==> src/rtl/sonic_sensor_sched.sv <==
// sonic_sensor_sched: shares one sonic range sensor between four requesters.
// A round-robin arbiter grants the sensor, the scheduler triggers it, waits
// for the measurement under two timeouts, returns the echo width to the owner
// and then holds off for a guard time so stale echoes die out.
// Optional feature: define SONIC_SCHED_AUTO_EN to add a lowest-priority
// internal requester that pings every AUTO_PERIOD cycles and only refreshes
// last_data.
// All timing parameters must be at least 1.
module sonic_sensor_sched #(
  parameter int unsigned START_WAIT  = 16,
  parameter int unsigned MEAS_TO     = 2000000,
  parameter int unsigned GUARD_CYC   = 500000,
  parameter int unsigned AUTO_PERIOD = 10000000
) (
  input  logic        clk,
  input  logic        rst,
  input  logic [3:0]  req_valid,
  output logic [3:0]  grant,
  output logic [3:0]  resp_valid,
  output logic [31:0] resp_data,
  output logic        resp_err,
  output logic        sns_start,
  input  logic        sns_busy,
  input  logic [31:0] sns_data,
  output logic [31:0] last_data,
  output logic        sched_busy
);

  typedef enum logic [2:0] {
    IDLE,
    ARB,
    START,
    WAIT_BUSY,
    MEASURE,
    DONE,
    GUARD
  } state_t;

  state_t      state;
  logic [31:0] cnt;
  logic [31:0] cnt_sat;
  logic [1:0]  rr_ptr;
  logic        auto_active;
  logic        auto_pend;
  logic        pick_found;
  logic [1:0]  pick_idx;
  logic [1:0]  cand;

  // Shared timeout counter increments but never wraps.
  assign cnt_sat = (cnt == '1) ? cnt : cnt + 32'd1;

  // Round-robin pick: first asserted request at or after rr_ptr.
  always_comb begin
    pick_found = 1'b0;
    pick_idx   = rr_ptr;
    cand       = '0;
    for (int unsigned i = 0; i < 4; i++) begin
      cand = rr_ptr + 2'(i);
      if (!pick_found && req_valid[cand]) begin
        pick_found = 1'b1;
        pick_idx   = cand;
      end
    end
  end

`ifdef SONIC_SCHED_AUTO_EN
  logic [31:0] auto_cnt;
  logic        auto_take;

  // Auto ping is taken only when no external requester wins arbitration.
  assign auto_take = (state == ARB) && !pick_found && auto_pend;

  // Auto-ping period counter, running only while the sensor is not in use.
  always_ff @(posedge clk) begin
    if (rst) begin
      auto_cnt  <= '0;
      auto_pend <= 1'b0;
    end else if (auto_take) begin
      auto_pend <= 1'b0;
    end else if (!auto_pend && (state == IDLE || state == GUARD)) begin
      if (auto_cnt >= AUTO_PERIOD - 1) begin
        auto_cnt  <= '0;
        auto_pend <= 1'b1;
      end else begin
        auto_cnt <= auto_cnt + 32'd1;
      end
    end
  end
`else
  logic unused_auto_period;

  assign auto_pend          = 1'b0;
  assign unused_auto_period = |AUTO_PERIOD;
`endif

  // Scheduler FSM with registered outputs; every state entry clears cnt.
  always_ff @(posedge clk) begin
    if (rst) begin
      state       <= IDLE;
      cnt         <= '0;
      rr_ptr      <= '0;
      grant       <= '0;
      resp_valid  <= '0;
      resp_data   <= '0;
      resp_err    <= 1'b0;
      sns_start   <= 1'b0;
      last_data   <= '0;
      sched_busy  <= 1'b0;
      auto_active <= 1'b0;
    end else begin
      case (state)
        IDLE: begin
          if (req_valid != '0 || auto_pend) begin
            state      <= ARB;
            cnt        <= '0;
            sched_busy <= 1'b1;
          end
        end

        ARB: begin
          cnt <= '0;
          if (pick_found) begin
            grant       <= 4'b0001 << pick_idx;
            rr_ptr      <= pick_idx + 2'd1;
            auto_active <= 1'b0;
            sns_start   <= 1'b1;
            state       <= START;
          end else if (auto_pend) begin
            auto_active <= 1'b1;
            sns_start   <= 1'b1;
            state       <= START;
          end else begin
            // Request vanished before arbitration: nothing to do.
            state      <= IDLE;
            sched_busy <= 1'b0;
          end
        end

        START: begin
          sns_start <= 1'b0;
          cnt       <= '0;
          state     <= WAIT_BUSY;
        end

        WAIT_BUSY: begin
          if (sns_busy) begin
            cnt   <= '0;
            state <= MEASURE;
          end else if (cnt >= START_WAIT - 1) begin
            cnt   <= '0;
            state <= DONE;
            if (!auto_active) begin
              resp_valid <= grant;
              resp_data  <= '1;
              resp_err   <= 1'b1;
            end
          end else begin
            cnt <= cnt_sat;
          end
        end

        MEASURE: begin
          if (!sns_busy) begin
            cnt       <= '0;
            state     <= DONE;
            last_data <= sns_data;
            if (!auto_active) begin
              resp_valid <= grant;
              resp_data  <= sns_data;
              resp_err   <= 1'b0;
            end
          end else if (cnt >= MEAS_TO - 1) begin
            cnt   <= '0;
            state <= DONE;
            if (!auto_active) begin
              resp_valid <= grant;
              resp_data  <= '1;
              resp_err   <= 1'b1;
            end
          end else begin
            cnt <= cnt_sat;
          end
        end

        DONE: begin
          // Response fields are only meaningful during the resp_valid pulse.
          resp_valid  <= '0;
          resp_data   <= '0;
          resp_err    <= 1'b0;
          grant       <= '0;
          auto_active <= 1'b0;
          cnt         <= '0;
          state       <= GUARD;
        end

        GUARD: begin
          if (cnt >= GUARD_CYC - 1) begin
            cnt        <= '0;
            state      <= IDLE;
            sched_busy <= 1'b0;
          end else begin
            cnt <= cnt_sat;
          end
        end

        default: begin
          cnt        <= '0;
          state      <= IDLE;
          sched_busy <= 1'b0;
        end
      endcase
    end
  end

endmodule
==> config.mk <==
export PLATFORM = sky130hd
export DESIGN_NAME = sonic_sensor_sched
export DESIGN_NICKNAME = d
export VERILOG_FILES = /design/src/rtl/sonic_sensor_sched.sv
export SDC_FILE = /design/constraint.sdc
export NUM_CORES = 1
export LEC_CHECK = 0
export ABC_CLOCK_PERIOD_IN_PS = 2900
export CAP_MARGIN = 30
export CELL_PAD_IN_SITES_DETAIL_PLACEMENT = 1
export CELL_PAD_IN_SITES_GLOBAL_PLACEMENT = 1
export CORE_MARGIN = 1.5
export CORE_UTILIZATION = 37
export DETAILED_ROUTE_END_ITERATION = 10
export PLACE_DENSITY_LB_ADDON = 0.25
export SETUP_SLACK_MARGIN = 0.3
export SKIP_LAST_GASP = 1
export SLEW_MARGIN = 0
export SYNTH_ARGS = -nofsm -noshare
export SYNTH_HDL_FRONTEND = slang
export SYNTH_SLANG_ARGS = --single-unit
==> constraint.sdc <==
create_clock -name clk -period 2.9 [get_ports clk]
set_clock_uncertainty 0.15 [all_clocks]
set_input_delay 0.58 -clock clk [delete_from_list [all_inputs] [get_ports clk]]
set_output_delay 0.58 -clock clk [all_outputs]
set_load 0.005 [all_outputs]
# Yosys cells after proc, flatten, opt, wreduce, memory -nomap -nowiden
# Cells that the tools add are included.
[word_totals]
ff_bits = 113
wordCells = 123
in_bits = 39
[classes]
magnitude_cmp = 7
n_eq_ne = 16
n_mux = 61
bitwise_logic = 2
n_reduce_logical = 20
n_addsub = 5
shift = 1
[op_table]
columns = ["op", "n"]
rows = [
  ["$mux 32", 13],
  ["$pmux 32 s4", 1],
  ["$pmux 32 s3", 1],
  ["$add 32x1->32 const B", 1],
  ["$eq 32x32->1 const B", 1],
  ["$ge 32x19->1 const B", 1],
  ["$ge 32x21->1 const B", 1],
  ["$ge 32x4->1 const B", 1],
  ["$mux 4", 6],
  ["$pmux 3 s7", 1],
  ["$mux 1", 19],
  ["$mux 3", 6],
  ["$lt 2x3->1 const B", 4],
  ["$ne 2x2->1 const B", 6],
  ["$pmux 4 s3", 1],
  ["$reduce_and 4->1", 3],
  ["$eq 3x3->1 const B", 3],
  ["$ne 3x3->1 const B", 3],
  ["$bmux 1 s2", 4],
  ["$mux 2", 4],
  ["$pmux 4 s2", 1],
  ["$reduce_and 2->1", 4],
  ["$eq 3x2->1 const B", 2],
  ["$reduce_and 5->1", 1],
  ["15 further kinds", 24],
]

# Logic depth before layout (Yosys ltp)
[depth]
depth_word = 15
ltp_mapped = 8

# Worst setup path after synthesis
# Ideal clock, no wire load.
[synth_path]
kind = "register to register"
startpoint = "reg cnt[21]"
endpoint = "reg resp_data[22]"
synth_period_minus_slack_ps = 2556
path_stages_with_launch = 8
path_buffers = 2
t_arrival_ps = 2260
required_time_ps = 2604
setup_slack_ps = 344
cell_sequence = "dfxtp_1 or3_1 or4_4 o311ai_4 a21boi_4 buf_6 buf_4 a211oi_2"
[synth_via]
elab_chain_len = 3
elab_cells_between_ends = 5
[synth_rtl]
columns = ["item", "line_no", "rtl"]
rows = [
  ["start: declaration", "40", "logic [31:0] cnt;"],
  ["start signal: assignment", "158", "cnt <= cnt_sat;"],
  ["start signal: assignment", "181", "cnt <= cnt_sat;"],
  ["start signal: assignment", "202", "cnt <= cnt_sat;"],
  ["$ge 32x21->1 / $ge 32x4->1 (equally long branches)", "172, 149", ""],
  ["$ne 3x3->1 (no source line) / $ne 2x2->1 (equally long branches)", "n/a", ""],
  ["$reduce_and 5->1 (no source line) *", "n/a", ""],
  ["end signal: assignment", "169", "resp_data <= sns_data;"],
  ["end: declaration", "20", "output logic [31:0] resp_data,"],
]
# Mark *: on every way between the ends. The rest lies on a longest branch, timed or not.
# A chain may end at the register's enable or synchronous reset.

# Worst setup path after layout
[layout_path]
startpoint = "reg cnt[22]"
endpoint = "reg resp_valid[0]"
[layout_via]
elab_chain_len = 3
elab_cells_between_ends = 5
[layout_rtl]
columns = ["item", "line_no", "rtl"]
rows = [
  ["$ge 32x21->1 / $ge 32x4->1 (equally long branches)", "172, 149", ""],
  ["$ne 3x3->1 (no source line) / $ne 2x2->1 (equally long branches)", "n/a", ""],
  ["$reduce_and 4->1 (no source line) *", "n/a", ""],
  ["end signal: assignment", "153", "resp_valid <= grant;"],
  ["end signal: assignment", "168", "resp_valid <= grant;"],
  ["end signal: assignment", "176", "resp_valid <= grant;"],
  ["end: declaration", "19", "output logic [3:0] resp_valid,"],
]
# Marks and branches as above.

==> impl_metrics.yaml <==
final_layout:
  num-nets-final: 794
  seq_area_um2: 2248
  stdcell_count: 929
  multiInputGateArea_um2: 2761
  drive_gt1_frac: 0.1394
  areaGrowthSynthToFinish_pct: 40.35
  final_cell_mix: "112 x clkdlybuf4s50_1, 109 x dfxtp_1, 91 x nand2_1"
  diodes: 0
  nFillCells: 1547
  layout_commonest_cell: "clkdlybuf4s50_1"
global_route:
  grtUsageMet3: 0.03430
  grt_busiest_layer: "met2"
  grt_usage: 0.2291
  grt_max_degree: 60
  grt_pass1_wl_um: 26660
  grt.met2_usage: 0.3952
  antenna_found_initial: 0
  grt_pass1_vias: 5156
  grtUsageMet1: 0.2915
  grt_overflow: 0
floorplan:
  start_util: 0.3848
  chipHeight_um: 121.1
  core_area_um2: 13400
  std_cell_rows: 42
  dieArea_um2: 14650
  die_x_um: 121.1
  pin_count: 114
power:
  power_frac_seq: 0.429
  p_switching_w: 0.001216
  power.total_w: 0.004096
  leakagePower_nw: 2.584
  swShare: 0.2970
  clkPwrFrac: 0.323
  internal_power_w: 0.002880
  peakVddDrop_mv: 0.2715
  comb_power_share: 0.248
  p_per_area_nw_per_um2: 566.0
detailed_routing:
  dr_total_vias: 5188
  initialDrtViolationCount: 341
  dr.pass1.iters: 5
  post_drt_wl_per_cell_um: 19.21
  drc: 0
  ant_nets: 0
  drt-total-wl_um: 17850
  routed_via_density: 5.584
clock_tree:
  root_buffer: "clkbuf_16"
  cts_max_path_buffers: 2
  cts.sinks: 112
  clkTransAtPathRegs_ns: 0.08
  htreeDepth: 3
  cts_tree: "yes"
  cts_buffers: 9
  cts_hold_buffers: 0
  insertion_delay_ns: 0.37
sta:
  setup_viol: 0
  tightest_slew_ns: 0.7606
  hold_viol: 0
  relSlewSlack: 0.4929
  period_needed_ns: 2.666
  clock.fmax_mhz: 375.0
  setup-tns-final_ns: 0
  setup_ws_ns: 0.2335
  rsz0062_at_grt: "yes"
  fin_crit_sh: 0.9195
  maxSlewViolCount: 0
placement:
  place_congestion: 0.8861
  hpwl_um: 11700
  dp_cells: 894
  portBuffers: 113
  post-place-ws_ns: 0.1666
synth:
  syn_inst: 624
  synth-seq-cells: 112
  yosysTopAreaCell: "dfxtp_1"
  synth_cell_types: 58
  yosys_warnings: 0
  synth_top_flop_cell: "dfxtp_1"
  synth_area_leaders: "dfxtp_1 43%, a21oi_1 7.8%, nand2_1 6.7%"
  syn_nets: 670
  synth_seq_area_share: 0.4348
  syn_area_per_cell_um2: 8.263
  syn-cell-area_um2: 5156
  synth-edff-count: 0
  yosysTopAreaCellShare: 0.4348
  async_flop_share: 0
critical_path:
  cp_max_fo: 8
  reg2reg_from: "cnt[22]"
  crit_type: "reg -> reg"
  end_kind: "flip-flop"
  critPathLaunchType: "flip-flop"
  cp.required_ns: 3.00
  critPathLaunch: "cnt[22]"
  crit_arrival_ns: 2.77
flow_run:
  drv_cap: 0
status:
  outcome: "finished, final reports clean"
min_path:
  min_path_type: "reg -> reg"
  min_from: "last_data[28]"
-- flip-flops by register name, indices dropped and copies added, names as in the netlist --
signal,cells
resp_err,1
resp_data,32
cnt,32
grant,4
rr_ptr,2
state,3
resp_valid,4
sns_start,1
last_data,32
sched_busy,1
-- layer usage --
layer | routed length, um | share of wire
met1 | 7862 | 0.44
met2 | 8865 | 0.50
met3 | 823 | 0.046
met4 | 298 | 0.017
met5 | 0 | 0
-- layout make-up --
type / count / share of cell area
clock buffer: 11 / 0.03354
tap: 176 / 0.03043
multi-input combinational: 452 / 0.3816
sequential: 112 / 0.3107
inverter: 18 / 0.009336
timing repair buffer: 155 / 0.2260
clock inverter: 5 / 0.008472
-- cell usage after synthesis, drive strengths merged (3+ instances only) --
cell type  number
dfxtp         112
a21o            3
or4             5
nor2           59
a211oi         35
clkbuf         34
or3             4
nand2          92
a21oi          80
buf             8
mux2i          12
o22ai           5
nand4          15
a211o           3
o211ai          6
and4            3
nand3          15
nor3           11
a31oi           4
inv            18
o21ai          20
and2           13
and3           16
ha              7
xnor2           3
nor4            9
-- logic make-up after synthesis --
kind of cell | Yosys count | synth area share
simple gates | 250 | 0.2293
compound gates | 179 | 0.2402
flops | 112 | 0.4348
buf+inv | 60 | 0.04853
mux | 12 | 0.02330
fa+ha+maj | 7 | 0.01699
xor+xnor | 4 | 0.006796
-- per-stage QoR --
| step | area (um^2) | util | hold slack [ns] |
|---|---|---|---|
| 5_1_grt | 7237 | 0.5401 | 0.3363 |
| 2_1_floorplan | 5156 | - | 0.3027 |
| 4_1_cts | 6953 | 0.5189 | 0.3127 |
| 3_5_place_dp | 6540 | 0.4880 | 0.3023 |
| 6_report | 7237 | 0.5401 | 0.3099 |
| 3_3_place_gp | 6540 | 0.4880 | 0.2908 |
-- worst paths after layout --
path / slack, ns / to / cells after the start
max reg2reg: 0.23 / resp_valid[0] / 8
min reg2reg: 0.31 / last_data[28] / 2
min: 0.31 / last_data[28] / 2
max: 0.23 / resp_valid[0] / 8
-- power groups by stage --
| stage | registers, W | logic (W) | clock network, W |
|---|---|---|---|
| 2_1_floorplan | 0.00176 | 0.000479 | 0 |
| 3_3_place_gp | 0.00178 | 0.000836 | 0 |
| 3_5_place_dp | 0.00179 | 0.000864 | 0 |
| 4_1_cts | 0.00175 | 0.000922 | 0.00134 |
| 5_1_grt | 0.00177 | 0.00110 | 0.00140 |
| 6_report | 0.00176 | 0.00101 | 0.00132 |
-- worst max-delay path, cell delays in order (launching register included) --
cell	delay [ns]
dfxtp_4	0.35
or3_4	0.36
or4_4	0.50
o311ai_4	0.34
a21boi_4	0.25
buf_12	0.17
buf_12	0.14
mux2i_1	0.20
nor2_1	0.07
-- repair_timing --
action	CTS	global route
gates cloned	2	6
setup endpoints to repair	49	57
gates resized for setup	7	22
pin swaps	2	12
buffers inserted	2	9
(Power assumes the default switching activity.)
